--- config.mk ---
export PLATFORM = sky130hd
export DESIGN_NAME = hld_multi
export DESIGN_NICKNAME = d
export VERILOG_FILES = /design/src/rtl/hld_multi.sv
export SDC_FILE = /design/constraint.sdc
export NUM_CORES = 1
export LEC_CHECK = 0
export CAP_MARGIN = 20
export CORE_ASPECT_RATIO = 0.6
export CORE_MARGIN = 3
export CORE_UTILIZATION = 45
export CTS_CLUSTER_DIAMETER = 60
export DETAILED_ROUTE_END_ITERATION = 12
export GPL_TIMING_DRIVEN = 0
export PLACE_DENSITY_LB_ADDON = 0.2
export SLEW_MARGIN = 30
export SYNTH_ARGS = -nofsm -noshare
export SYNTH_HDL_FRONTEND = slang
export SYNTH_SLANG_ARGS = --single-unit
--- constraint.sdc ---
create_clock -name clk_ext -period 10.6 [get_ports clk_ext]
set_input_delay 1.59 -clock clk_ext [delete_from_list [all_inputs] [get_ports clk_ext]]
set_output_delay 1.59 -clock clk_ext [all_outputs]
set_load 0.03 [all_outputs]
--- src/rtl/hld_multi.sv ---
// hld_multi: harmonic-lock detector for the FMDLL delay line.
// Optional `HLD_EVENT_CNT_EN adds the saturating hld_events counter.
module hld_multi #(
    parameter int NTAPS   = 10,
    parameter int CONFIRM = 4,
    parameter int HOLDOFF = 16
) (
    input  logic                     clk_ext,
    input  logic                     rst,
    input  logic                     en,
    input  logic [NTAPS-1:0]         q,
    output logic                     hld1,
    output logic                     hld2,
    output logic                     reset_pd,
    output logic                     locked,
    output logic [$clog2(NTAPS)-1:0] edge_cnt
`ifdef HLD_EVENT_CNT_EN
    ,
    output logic [7:0]               hld_events
`endif
);

    localparam int EW = $clog2(NTAPS);
    localparam int CW = $clog2(CONFIRM + 1);
    localparam int HW = $clog2(HOLDOFF + 1);

    localparam logic [CW-1:0] C_CONF = CW'(CONFIRM);
    localparam logic [CW-1:0] C_LAST = CW'(CONFIRM - 1);
    localparam logic [HW-1:0] C_HOLD = HW'(HOLDOFF);
    localparam logic [HW-1:0] C_HONE = HW'(1);

    typedef enum logic [1:0] {
        S_IDLE    = 2'd0,
        S_MONITOR = 2'd1,
        S_HARM    = 2'd2,
        S_STUCK   = 2'd3
    } state_t;

    state_t          r_state;
    logic [NTAPS-1:0] r_q_s;
    logic            r_qs_vld;
    logic            r_ec_vld;
    logic [EW-1:0]   r_ecnt;
    logic [CW-1:0]   r_hcnt;
    logic [CW-1:0]   r_zcnt;
    logic [CW-1:0]   r_lcnt;
    logic [HW-1:0]   r_hocnt;
    logic            r_hld1;
    logic            r_hld2;
    logic            r_rpd;
    logic            r_locked;

    logic [EW-1:0]   w_ecnt;
    logic            w_is_zero;
    logic            w_is_one;
    logic            w_is_harm;
    logic            w_consume;
    logic            w_hit_h;
    logic            w_hit_z;

    // Count 0->1 steps going up the tap index of the captured vector
    always_comb begin
        w_ecnt = '0;
        for (int i = 0; i < NTAPS - 1; i++) begin
            if (!r_q_s[i] && r_q_s[i+1]) begin
                w_ecnt = w_ecnt + EW'(1);
            end
        end
    end

    assign w_is_zero = (r_ecnt == '0);
    assign w_is_one  = (r_ecnt == EW'(1));
    assign w_is_harm = !w_is_zero && !w_is_one;

    // Count is only meaningful once the two pipeline stages hold real samples
    assign w_consume = en && r_ec_vld && (r_state == S_MONITOR);
    assign w_hit_h   = w_consume && w_is_harm && (r_hcnt == C_LAST);
    assign w_hit_z   = w_consume && w_is_zero && (r_zcnt == C_LAST);

    // Input capture and transition-count pipeline; runs regardless of en
    always_ff @(posedge clk_ext or posedge rst) begin
        if (rst) begin
            r_q_s    <= '0;
            r_ecnt   <= '0;
            r_qs_vld <= 1'b0;
            r_ec_vld <= 1'b0;
        end else begin
            r_q_s    <= q;
            r_ecnt   <= w_ecnt;
            r_qs_vld <= 1'b1;
            r_ec_vld <= r_qs_vld;
        end
    end

    // Detector FSM with run counters, holdoff timer and registered flags
    always_ff @(posedge clk_ext or posedge rst) begin
        if (rst) begin
            r_state  <= S_IDLE;
            r_hcnt   <= '0;
            r_zcnt   <= '0;
            r_lcnt   <= '0;
            r_hocnt  <= '0;
            r_hld1   <= 1'b0;
            r_hld2   <= 1'b0;
            r_rpd    <= 1'b0;
            r_locked <= 1'b0;
        end else if (!en) begin
            r_state  <= S_IDLE;
            r_hcnt   <= '0;
            r_zcnt   <= '0;
            r_lcnt   <= '0;
            r_hocnt  <= '0;
            r_hld1   <= 1'b0;
            r_hld2   <= 1'b0;
            r_rpd    <= 1'b0;
            r_locked <= 1'b0;
        end else begin
            case (r_state)
                S_IDLE: begin
                    r_state <= S_MONITOR;
                    r_hcnt  <= '0;
                    r_zcnt  <= '0;
                    r_lcnt  <= '0;
                end
                S_MONITOR: begin
                    if (r_ec_vld) begin
                        if (w_is_harm) begin
                            r_zcnt   <= '0;
                            r_lcnt   <= '0;
                            r_locked <= 1'b0;
                            if (w_hit_h) begin
                                r_state <= S_HARM;
                                r_hld1  <= 1'b1;
                                r_rpd   <= 1'b1;
                                r_hocnt <= C_HOLD;
                                r_hcnt  <= '0;
                            end else begin
                                r_hcnt <= r_hcnt + CW'(1);
                            end
                        end else if (w_is_zero) begin
                            r_hcnt   <= '0;
                            r_lcnt   <= '0;
                            r_locked <= 1'b0;
                            if (w_hit_z) begin
                                r_state <= S_STUCK;
                                r_hld2  <= 1'b1;
                                r_rpd   <= 1'b1;
                                r_hocnt <= C_HOLD;
                                r_zcnt  <= '0;
                            end else begin
                                r_zcnt <= r_zcnt + CW'(1);
                            end
                        end else begin
                            r_hcnt <= '0;
                            r_zcnt <= '0;
                            if (r_lcnt != C_CONF) begin
                                r_lcnt <= r_lcnt + CW'(1);
                            end
                            if (r_lcnt == C_LAST) begin
                                r_locked <= 1'b1;
                            end
                        end
                    end
                end
                S_HARM, S_STUCK: begin
                    if (r_hocnt == C_HONE) begin
                        r_state <= S_MONITOR;
                        r_hocnt <= '0;
                        r_hcnt  <= '0;
                        r_zcnt  <= '0;
                        r_lcnt  <= '0;
                        r_hld1  <= 1'b0;
                        r_hld2  <= 1'b0;
                        r_rpd   <= 1'b0;
                    end else begin
                        r_hocnt <= r_hocnt - HW'(1);
                    end
                end
                default: begin
                    r_state <= S_IDLE;
                end
            endcase
        end
    end

    assign hld1     = r_hld1;
    assign hld2     = r_hld2;
    assign reset_pd = r_rpd;
    assign locked   = r_locked;
    assign edge_cnt = r_ecnt;

`ifdef HLD_EVENT_CNT_EN
    logic [7:0] r_events;

    // Saturating tally of flag events; only rst clears it
    always_ff @(posedge clk_ext or posedge rst) begin
        if (rst) begin
            r_events <= '0;
        end else if ((w_hit_h || w_hit_z) && (r_events != 8'hFF)) begin
            r_events <= r_events + 8'd1;
        end
    end

    assign hld_events = r_events;
`endif

endmodule
==> results.sh, run 1 <==
export IMPL_drt_iter0_markers=116
export IMPL_layout_common_cells="dfrtp_1 (36), nand2_1 (22), clkdlybuf4s50_1 (20)"
export IMPL_drc=0
export IMPL_hold_path_class="reg2reg"
export IMPL_tns_ps=0
export IMPL_area_growth_pct=18.06
export IMPL_postCtsSetupRepairBufs=0
export IMPL_ys_flop_type="dfrtp_1"
export IMPL_worst_slack_ps=5508
export IMPL_cts_tree="done"
export IMPL_drv_cap=0
export IMPL_grt_max_degree=26
export IMPL_cts_root_buf="clkbuf_8"
export IMPL_ctsResizeCount=0
export IMPL_synth_cell_type_count=58
export IMPL_cp_top_family="compound AO/OA/AOI/OAI gates"
export IMPL_powerDensity_nw_per_um2=190.3
export IMPL_slowest_delay_ps=460
export IMPL_final_common_cell="dfrtp_1"
export IMPL_avgSynthCellArea_sq_um=9.669
export IMPL_synth_net_count=264
export IMPL_ys_seq_elements=36
export IMPL_seqCellArea_sq_um=900.9
export IMPL_drt_first_pass_iters=4
export IMPL_wl_per_cell_um=13.75
export IMPL_cpMaxStageDelayCell="dfrtp_1"
export IMPL_start_util_pct=48.27
export IMPL_path_buf_inv=5
export IMPL_syn_area_sq_um=2272
export IMPL_grt_pass1_vias=1628
export IMPL_ant_nets=0
export IMPL_rsz0062_at_grt="false"
export IMPL_worstPathArrival_ps=5260
export IMPL_grt_pass1_wl_mm=7.721
export IMPL_die_y_um=61.04
export IMPL_path_class="reg2reg"
export IMPL_core_sq_um=4707
export IMPL_status="finished clean"
export IMPL_fin_cells=327
export IMPL_layout_min_cycle_time_ps=5092
export IMPL_fillers=422
export IMPL_clockBufferDepth=2
export IMPL_cpMostUsedCell="ha_1"
export IMPL_final_setup_viol_count=0
export IMPL_cp_data_required_time_ps=10770
export IMPL_crit_path_max_fanout=6
export IMPL_placed_area_sq_um=2571
export IMPL_clk_latency_ps=290
export IMPL_async_flop_share_pct=100.0
export IMPL_multi_input_area_sq_um=1284
export IMPL_rows=19
export IMPL_io_pins=21
export IMPL_vias=1766
export IMPL_critPathLaunchType="flop"
export IMPL_hold_viol=0
export IMPL_stdcell_area_sq_um=2683
export IMPL_routed_wl_mm=4.496
export IMPL_utilization_pct=56.99
export IMPL_n_antenna_cell=0
export IMPL_maxSlewHeadroom_pct=55.98
export IMPL_cts_buffers=5
export IMPL_worst_slew_pin_slew_ps=656.0
export IMPL_fin_crit_sh_pct=48.04
export IMPL_numPortBuffers=20
export IMPL_cellLeakagePower_nw=1.155
export IMPL_drive_above_1_share_pct=9.091
export IMPL_grt_usage_pct=16.51
export IMPL_die_w_um=97.74
export IMPL_crit_chain="nor2b_1 > inv_1 > ha_1 > buf_2 > inv_1 > xnor2_1 > ha_1 > a2bb2oi_1 > a32oi_1 > mux2i_1 > ha_1 > inv_1 > o2bb2ai_1 > a31o_1 > xor2_1 > o211ai_1 > inv_1 > ha_1 > nand2_1 > o21ai_1 > ha_1 > nand2b_1 > a31oi_1 > a311oi_1"
export IMPL_dp_cells=319
export IMPL_cts_max_level=2
export IMPL_clk_pin_slew_worst_paths_ps=80
export IMPL_cts_sinks=36
export IMPL_grt_antenna_before_repair=0
export IMPL_fin_nets=292
export IMPL_dp_hpwl_mm=3.467
export IMPL_cts_hold_buffers=0
export IMPL_overflow=0
export IMPL_peakVddDrop_mv=0.1403
export IMPL_seq_area_frac_synth_pct=39.65
export IMPL_yosys_warnings=0
export IMPL_synth_edff_count=0
export IMPL_via_per_inst=5.401
export IMPL_clock_skew_ps=10.54
export IMPL_place_ws_ps=5587
export IMPL_end_kind="flop"
export IMPL_syn_inst=235
export IMPL_routabilityCongestion=0.8342
export IMPL_clock_fmax_mhz=196.4
export IMPL_drv_slew=0
export IMPL_dieArea_sq_um=5966
synthesized netlist by cell type (all sizes together) (2+ instances only):
| cell | count | share of area [%] |
|---|---|---|
| dfrtp | 36 | 40 |
| nand2 | 22 | 3.6 |
| inv | 18 | 3.0 |
| nor2 | 18 | 3.3 |
| ha | 16 | 8.8 |
| o21ai | 13 | 2.9 |
| xnor2 | 13 | 5.7 |
| nor2b | 9 | 2.9 |
| nand2b | 8 | 2.2 |
| a21oi | 7 | 1.5 |
| nand3 | 6 | 1.3 |
| nand3b | 5 | 1.7 |
| a31oi | 4 | 1.1 |
| nor4 | 4 | 1.1 |
| xor2 | 4 | 1.5 |
| mux2i | 3 | 1.3 |
| nand4 | 3 | 1.1 |
| nor3 | 3 | 0.66 |
| o21a | 3 | 0.99 |
| or4 | 3 | 1.2 |
| a221oi | 2 | 0.77 |
| a311oi | 2 | 0.77 |
| a31o | 2 | 0.77 |
| a32oi | 2 | 0.77 |
| and2 | 2 | 0.55 |
| and3b | 2 | 0.77 |
| buf | 2 | 0.72 |
| mux2 | 2 | 1.2 |
| o2111ai | 2 | 1.5 |
| o32ai | 2 | 1.1 |
| or2 | 2 | 0.55 |
| or3 | 2 | 0.55 |
power by group:
group	total, W	internal, W	switching [W]	leakage, nW
sequential	0.000187	0.000162	0.0000243	0.459
combinational	0.000202	0.0000859	0.000116	0.642
clock	0.000122	0.0000696	0.0000524	0.0541
total	0.000511	0.000318	0.000193	1.16
metal layers:
layer	share of wire, %	global-route usage (%)	wire length (um)
met1	57	26.19	2566
met2	36	21.03	1638
met3	5.7	5.090	255
met4	0.78	4.536	35
met5	0	0	0
flip-flops by register name, summed over array words and instances, names as in the netlist:
register and count:
edge_cnt 4, hld1 1, hld2 1, locked 1, r_ec_vld 1, r_hcnt 3, r_hocnt 5, r_lcnt 3
r_q_s 10, r_qs_vld 1, r_state 2, r_zcnt 3, reset_pd 1
metrics by stage:
step                hold slack (ps)   power, W
CTS                           348.1  0.0005128
global placement              334.4  0.0003844
detailed placement            341.0  0.0003892
floorplan                     331.2  0.0003329
global route                  359.2  0.0005476
finish                        340.9  0.0005106
worst paths after layout:
check                      cells past startpoint  slack [ps]     endpoint      from
max                                           24        5510  edge_cnt[1]  r_q_s[2]
min                                            0         340     r_ec_vld  r_qs_vld
max reg2reg                                   24        5510  edge_cnt[1]  r_q_s[2]
min reg2reg                                    0         340     r_ec_vld  r_qs_vld
max in group asynchronous                      3        8630     r_q_s[8]       rst
min in group asynchronous                      2        1550   r_hocnt[0]       rst
cells by family after synthesis:
kind of cell	after synthesis	synth area share, %
AO/OA/AOI/OAI	48	15.53
XOR/XNOR	17	7.213
adder cells (fa/ha/maj)	16	8.810
buffers and inverters	21	3.854
flip-flops	36	39.65
multiplexers	5	2.478
other	1	0.1650
AND/OR/NAND/NOR	91	22.30
cell type report:
cell class / instances / area share (%)
repair buffers: 21 / 8.209
clock buffers: 5 / 2.565
plain buffers: 3 / 0.7463
flip-flops and latches: 36 / 33.58
clock inverters: 3 / 1.586
inverters: 18 / 2.519
multi-input cells: 178 / 47.85
well taps: 63 / 2.938
worst register-to-register path: stages, from the launching register on:
cell,delay (ps)
dfrtp_1,460
nor2b_1,260
inv_1,90
ha_1,270
buf_2,190
inv_1,160
xnor2_1,160
ha_1,290
a2bb2oi_1,170
a32oi_1,240
mux2i_1,170
ha_1,310
inv_1,30
o2bb2ai_1,110
a31o_1,230
xor2_1,170
o211ai_1,350
inv_1,90
ha_1,320
nand2_1,90
o21ai_1,70
ha_1,280
nand2b_1,90
a31oi_1,80
a311oi_1,300
No activity file was read; power rests on OpenSTA's default activity.
==> inputs of run 2 (changes only) <==
==> constraint.sdc (replaced) <==
create_clock -name clk_ext -period 5.1 [get_ports clk_ext]
set_input_delay 0.765 -clock clk_ext [delete_from_list [all_inputs] [get_ports clk_ext]]
set_output_delay 0.765 -clock clk_ext [all_outputs]
set_load 0.03 [all_outputs]
==> run 2 against run 1 <==
  * Count of clock-buffer cells in the layout unchanged
  * Setup slack got worse by 5300 ps
  * Final cell count increased by 0.92%
  * Clock skew about the same
==> results.sh, run 2 (synthesis results as in run 1) <==
export IMPL_peakVddDrop_mv=0.2926
export IMPL_layout_min_cycle_time_ps=4865
export IMPL_io_pins=21
export IMPL_tns_ps=0
export IMPL_clockBufferDepth=2
export IMPL_cts_root_buf="clkbuf_8"
export IMPL_fillers=413
export IMPL_grt_pass1_wl_mm=7.721
export IMPL_fin_crit_sh_pct=95.38
export IMPL_clk_pin_slew_worst_paths_ps=80
export IMPL_critPathLaunchType="flop"
export IMPL_hold_path_class="reg2reg"
export IMPL_cellLeakagePower_nw=1.172
export IMPL_final_common_cell="dfrtp_1"
export IMPL_path_buf_inv=5
export IMPL_rows=19
export IMPL_routabilityCongestion=0.8342
export IMPL_grt_max_degree=26
export IMPL_vias=1793
export IMPL_wl_per_cell_um=13.72
export IMPL_cts_tree="done"
export IMPL_clock_skew_ps=10.54
export IMPL_regMostFlops="r_q_s"
export IMPL_die_w_um=97.74
export IMPL_path_class="reg2reg"
export IMPL_routed_wl_mm=4.529
export IMPL_end_kind="flop"
export IMPL_overflow=0
export IMPL_via_per_inst=5.433
export IMPL_die_y_um=61.04
export IMPL_fin_nets=295
export IMPL_dieArea_sq_um=5966
export IMPL_cp_top_family="compound AO/OA/AOI/OAI gates"
export IMPL_grt_antenna_before_repair=0
export IMPL_utilization_pct=58.03
export IMPL_cpMaxStageDelayCell="dfrtp_2"
export IMPL_drc=0
export IMPL_clk_latency_ps=290
export IMPL_cpMostUsedCell="ha_1"
export IMPL_grt_pass1_vias=1628
export IMPL_drt_iter0_markers=82
export IMPL_crit_path_max_fanout=6
export IMPL_worst_slew_pin_slew_ps=656.9
export IMPL_start_util_pct=48.27
export IMPL_drt_first_pass_iters=4
export IMPL_dp_hpwl_mm=3.467
export IMPL_cts_max_level=2
export IMPL_r2r_start="r_q_s[2]"
export IMPL_area_growth_pct=20.21
export IMPL_largest_register_ffs=10
export IMPL_crit_chain="nor2b_4 > inv_1 > ha_1 > clkbuf_4 > clkinvlp_4 > xnor2_1 > ha_1 > a2bb2oi_1 > a32oi_2 > mux2i_2 > ha_1 > inv_1 > o2bb2ai_1 > a31o_1 > xor2_1 > o211ai_1 > inv_1 > ha_1 > nand2_1 > o21ai_1 > ha_1 > nand2b_1 > a31oi_1 > a311oi_1"
export IMPL_status="finished clean"
export IMPL_cp_data_required_time_ps=5270
export IMPL_powerDensity_nw_per_um2=391.9
export IMPL_min_from="r_qs_vld"
export IMPL_crit_path_start="r_q_s[2]"
export IMPL_clock_fmax_mhz=205.6
export IMPL_hold_viol=0
export IMPL_n_antenna_cell=0
export IMPL_worstPathArrival_ps=5030
export IMPL_drv_slew=0
export IMPL_slowest_delay_ps=420
export IMPL_maxSlewHeadroom_pct=55.92
export IMPL_core_sq_um=4707
export IMPL_layout_common_cells="dfrtp_1 (35), nand2_1 (22), clkdlybuf4s50_1 (20)"
export IMPL_total_power_w=0.001070
export IMPL_final_setup_viol_count=0
export IMPL_ant_nets=0
export IMPL_drive_above_1_share_pct=11.99
export IMPL_cts_sinks=36
export IMPL_numPortBuffers=20
export IMPL_drv_cap=0
export IMPL_grt_usage_pct=16.51
export IMPL_cts_hold_buffers=0
export IMPL_cts_buffers=5
[run 2: worst paths after layout]
path                                    end  slack, ps  depth (start not counted)
worst max register to register  edge_cnt[1]        240                         24
min in group asynchronous        r_hocnt[0]        720                          2
worst max-delay path            edge_cnt[1]        240                         24
worst min-delay path               r_ec_vld        340                          0
worst min register to register     r_ec_vld        340                          0
max in group asynchronous          r_q_s[2]       3950                          3
[run 2: repair_timing]
item / in CTS / in global routing
buffers inserted: 0 / 3
endpoints found under the setup margin: 0 / 2
resized for setup: 0 / 8
[run 2: cell type report]
| class | count | area [sq um] | share of cell area (%) |
|---|---|---|---|
| inverters | 18 | 71.32 | 2.611 |
| multi-input cells | 178 | 1303 | 47.69 |
| clock buffers | 5 | 68.82 | 2.519 |
| clock inverters | 3 | 42.54 | 1.557 |
| plain buffers | 3 | 22.52 | 0.8246 |
| repair buffers | 24 | 242.7 | 8.887 |
| well taps | 63 | 78.83 | 2.886 |
| flip-flops and latches | 36 | 902.1 | 33.03 |
[run 2: report_power, final]
part           internal (W)  total (W)  switching, W
clock              0.000145   0.000254      0.000109
sequential         0.000338   0.000388     0.0000506
combinational      0.000185   0.000428      0.000243
total              0.000667    0.00107      0.000403
[run 2: per-layer routing]
layer  GRT usage [%]  share of wire (%)  wire, um
met5               0                  0         0
met1           26.19                 56      2534
met3           5.090                5.5       251
met2           21.03                 38      1700
met4           4.536               0.95        43
[run 2: metrics by stage]
step                      setup slack [ps]  area, sq um  hold slack [ps]  std cells
after global routing                -12.18         2731            359.3        330
after detailed placement             86.83         2571            341.0        319
after CTS                            42.46         2683            348.1        327
final                                235.4         2731            341.0        330
after floorplan                      655.7         2272            331.2        235
after global placement               86.09         2551            334.4        318
[run 2: worst reg2reg max path, stage by stage, from the launching register on]
cell and delay, ps:
dfrtp_2 420, nor2b_4 180, inv_1 60, ha_1 260, clkbuf_4 190, clkinvlp_4 140
xnor2_1 180, ha_1 260, a2bb2oi_1 180, a32oi_2 240, mux2i_2 130, ha_1 310
inv_1 40, o2bb2ai_1 110, a31o_1 230, xor2_1 170, o211ai_1 320, inv_1 80
ha_1 310, nand2_1 90, o21ai_1 70, ha_1 280, nand2b_1 90, a31oi_1 80
a311oi_1 320
==> inputs of run 3 (changes only) <==
--- a/config.mk
+++ b/config.mk
@@ -8,7 +8,7 @@
 export CAP_MARGIN = 20
 export CORE_ASPECT_RATIO = 0.6
 export CORE_MARGIN = 3
-export CORE_UTILIZATION = 45
+export CORE_UTILIZATION = 55
 export CTS_CLUSTER_DIAMETER = 60
 export DETAILED_ROUTE_END_ITERATION = 12
 export GPL_TIMING_DRIVEN = 0
==> run 3 against run 2 <==
  * Utilization up 13 points
  * Setup slack improved by 150 ps
  * Cell area shrank 0.78%
  * Total power rose by 0.11%
  * Die area down 17%
  * Maximum frequency is 3.3% higher
  * Final cell count down 3.9%
  * Sequential share of layout area grew 0.26 points
  * Flip-flop and latch count unchanged
  * Critical endpoint unchanged
==> results.sh, run 3 (synthesis results as in run 1) <==
export IMPL_cellLeakagePower_nw=1.180
export IMPL_fin_nets=298
export IMPL_hold_viol=0
export IMPL_p_switching_w=0.0004038
export IMPL_clock_fmax_mhz=212.3
export IMPL_hold_path_class="reg2reg"
export IMPL_drive_above_1_share_pct=12.22
export IMPL_path_class="reg2reg"
export IMPL_drc=0
export IMPL_r2r_slack_ps=390
export IMPL_die_w_um=88.98
export IMPL_rows=17
export IMPL_area_growth_pct=19.27
export IMPL_dieArea_sq_um=4964
export IMPL_numPortBuffers=20
export IMPL_cts_max_level=2
export IMPL_clk_pin_slew_worst_paths_ps=80
export IMPL_final_common_cell="dfrtp_1"
export IMPL_grt_max_degree=37
export IMPL_layout_common_cells="dfrtp_1 (35), nand2_1 (22), clkdlybuf4s50_1 (20)"
export IMPL_drt_iter0_markers=109
export IMPL_seq_power_share_pct=36.5
export IMPL_final_setup_viol_count=0
export IMPL_largest_register_ffs=10
export IMPL_n_antenna_cell=0
export IMPL_vias=1784
export IMPL_regMostFlops="r_q_s"
export IMPL_drt_first_pass_iters=4
export IMPL_cpMaxStageDelayCell="dfrtp_2"
export IMPL_tns_ps=0
export IMPL_core_sq_um=3807
export IMPL_fillers=297
export IMPL_maxSlewHeadroom_pct=51.85
export IMPL_grt_antenna_before_repair=0
export IMPL_cpMostUsedCell="ha_1"
export IMPL_crit_chain="nor2b_4 > inv_1 > ha_1 > buf_4 > clkinvlp_4 > xnor2_1 > ha_1 > a2bb2oi_1 > a32oi_1 > mux2i_1 > ha_1 > inv_1 > o2bb2ai_1 > a31o_1 > xor2_1 > o211ai_1 > inv_1 > ha_1 > nand2_1 > o21ai_1 > ha_1 > nand2b_1 > a31oi_1 > a311oi_1"
export IMPL_dp_hpwl_mm=3.522
export IMPL_worstPathArrival_ps=4870
export IMPL_powerDensity_nw_per_um2=395.4
export IMPL_pwr_share_comb_pct=40.1
export IMPL_io_pins=21
export IMPL_clockBufferDepth=2
export IMPL_layout_min_cycle_time_ps=4710
export IMPL_place_ws_ps=-46.46
export IMPL_worst_slack_ps=390.3
export IMPL_power_frac_clock_pct=23.4
export IMPL_path_buf_inv=5
export IMPL_clock_skew_ps=8.038
export IMPL_cp_data_required_time_ps=5260
export IMPL_cp_top_family="adder cells"
export IMPL_routabilityCongestion=0.8415
export IMPL_swShare_pct=37.69
export IMPL_crit_path_max_fanout=6
export IMPL_cts_tree="done"
export IMPL_grt_pass1_vias=1741
export IMPL_wl_per_cell_um=14.97
export IMPL_status="finished clean"
export IMPL_fin_crit_sh_pct=92.35
export IMPL_routed_wl_mm=4.746
export IMPL_end_kind="flop"
export IMPL_cts_buffers=5
export IMPL_p_int_w=0.0006676
export IMPL_grt_usage_pct=21.51
export IMPL_overflow=0
export IMPL_ant_nets=0
export IMPL_peakVddDrop_mv=0.3618
export IMPL_die_y_um=55.79
export IMPL_drv_slew=0
export IMPL_worst_slew_pin_slew_ps=721.1
export IMPL_cts_root_buf="clkbuf_8"
export IMPL_clk_latency_ps=300
export IMPL_via_per_inst=5.628
export IMPL_slowest_delay_ps=410
export IMPL_critPathLaunchType="flop"
export IMPL_drv_cap=0
export IMPL_grt_pass1_wl_mm=8.286
export IMPL_cts_sinks=36
export IMPL_start_util_pct=59.68
[run 3: area by class of cell]
| class | count | area [sq um] | share of cell area, % |
|---|---|---|---|
| timing repair buffer | 27 | 252.7 | 9.326 |
| buffer | 3 | 22.52 | 0.8310 |
| sequential | 36 | 902.1 | 33.29 |
| clock buffer | 5 | 68.82 | 2.539 |
| inverter | 18 | 71.32 | 2.632 |
| multi-input combinational | 178 | 1291 | 47.65 |
| tap | 47 | 58.81 | 2.170 |
| clock inverter | 3 | 42.54 | 1.570 |
[run 3: power by group through the flow]
stage / Clock [W] / Combinational, W / Sequential [W]
final: 0.000251 / 0.000430 / 0.000391
after global routing: 0.000268 / 0.000486 / 0.000400
after CTS: 0.000256 / 0.000421 / 0.000389
after detailed placement: 0 / 0.000416 / 0.000393
after global placement: 0 / 0.000407 / 0.000390
after floorplan: 0 / 0.000278 / 0.000414
[run 3: through the flow]
| stage | total power, W | hold slack, ps | util (%) | area, sq um | cells |
|---|---|---|---|---|---|
| floorplan | 0.0006918 | 331.2 | - | 2272 | 235 |
| global placement | 0.0007972 | 333.2 | 66.48 | 2531 | 302 |
| detailed placement | 0.0008088 | 340.5 | 66.48 | 2531 | 302 |
| CTS | 0.001066 | 358.4 | 69.60 | 2650 | 311 |
| global route | 0.001153 | 360.3 | 71.18 | 2710 | 317 |
| finish | 0.001071 | 356.6 | 71.18 | 2710 | 317 |
[run 3: worst paths after layout]
path                            startpoint          end  cells past startpoint
worst min-delay path              r_qs_vld     r_ec_vld                      0
min in group asynchronous              rst     reset_pd                      2
worst max-delay path              r_q_s[2]  edge_cnt[1]                     24
max in group asynchronous              rst     r_q_s[2]                      2
worst max register to register    r_q_s[2]  edge_cnt[1]                     24
worst min register to register    r_qs_vld     r_ec_vld                      0
[run 3: repair_timing]
item | CTS | global route
hold buffers | 0 | 0
setup endpoints to repair | 2 | 2
pin swaps | 1 | 3
setup buffers | 1 | 6
gates resized for setup | 0 | 7
[run 3: per-layer routing]
layer | global-route usage, % | routed length [um] | up-vias | part of all wire (%)
li1 | - | - | 910 | -
met1 | 33.43 | 2592 | 836 | 55
met2 | 28.54 | 1881 | 29 | 40
met3 | 5.769 | 194 | 9 | 4.1
met4 | 7.219 | 77 | 0 | 1.6
met5 | 0 | 0 | - | 0
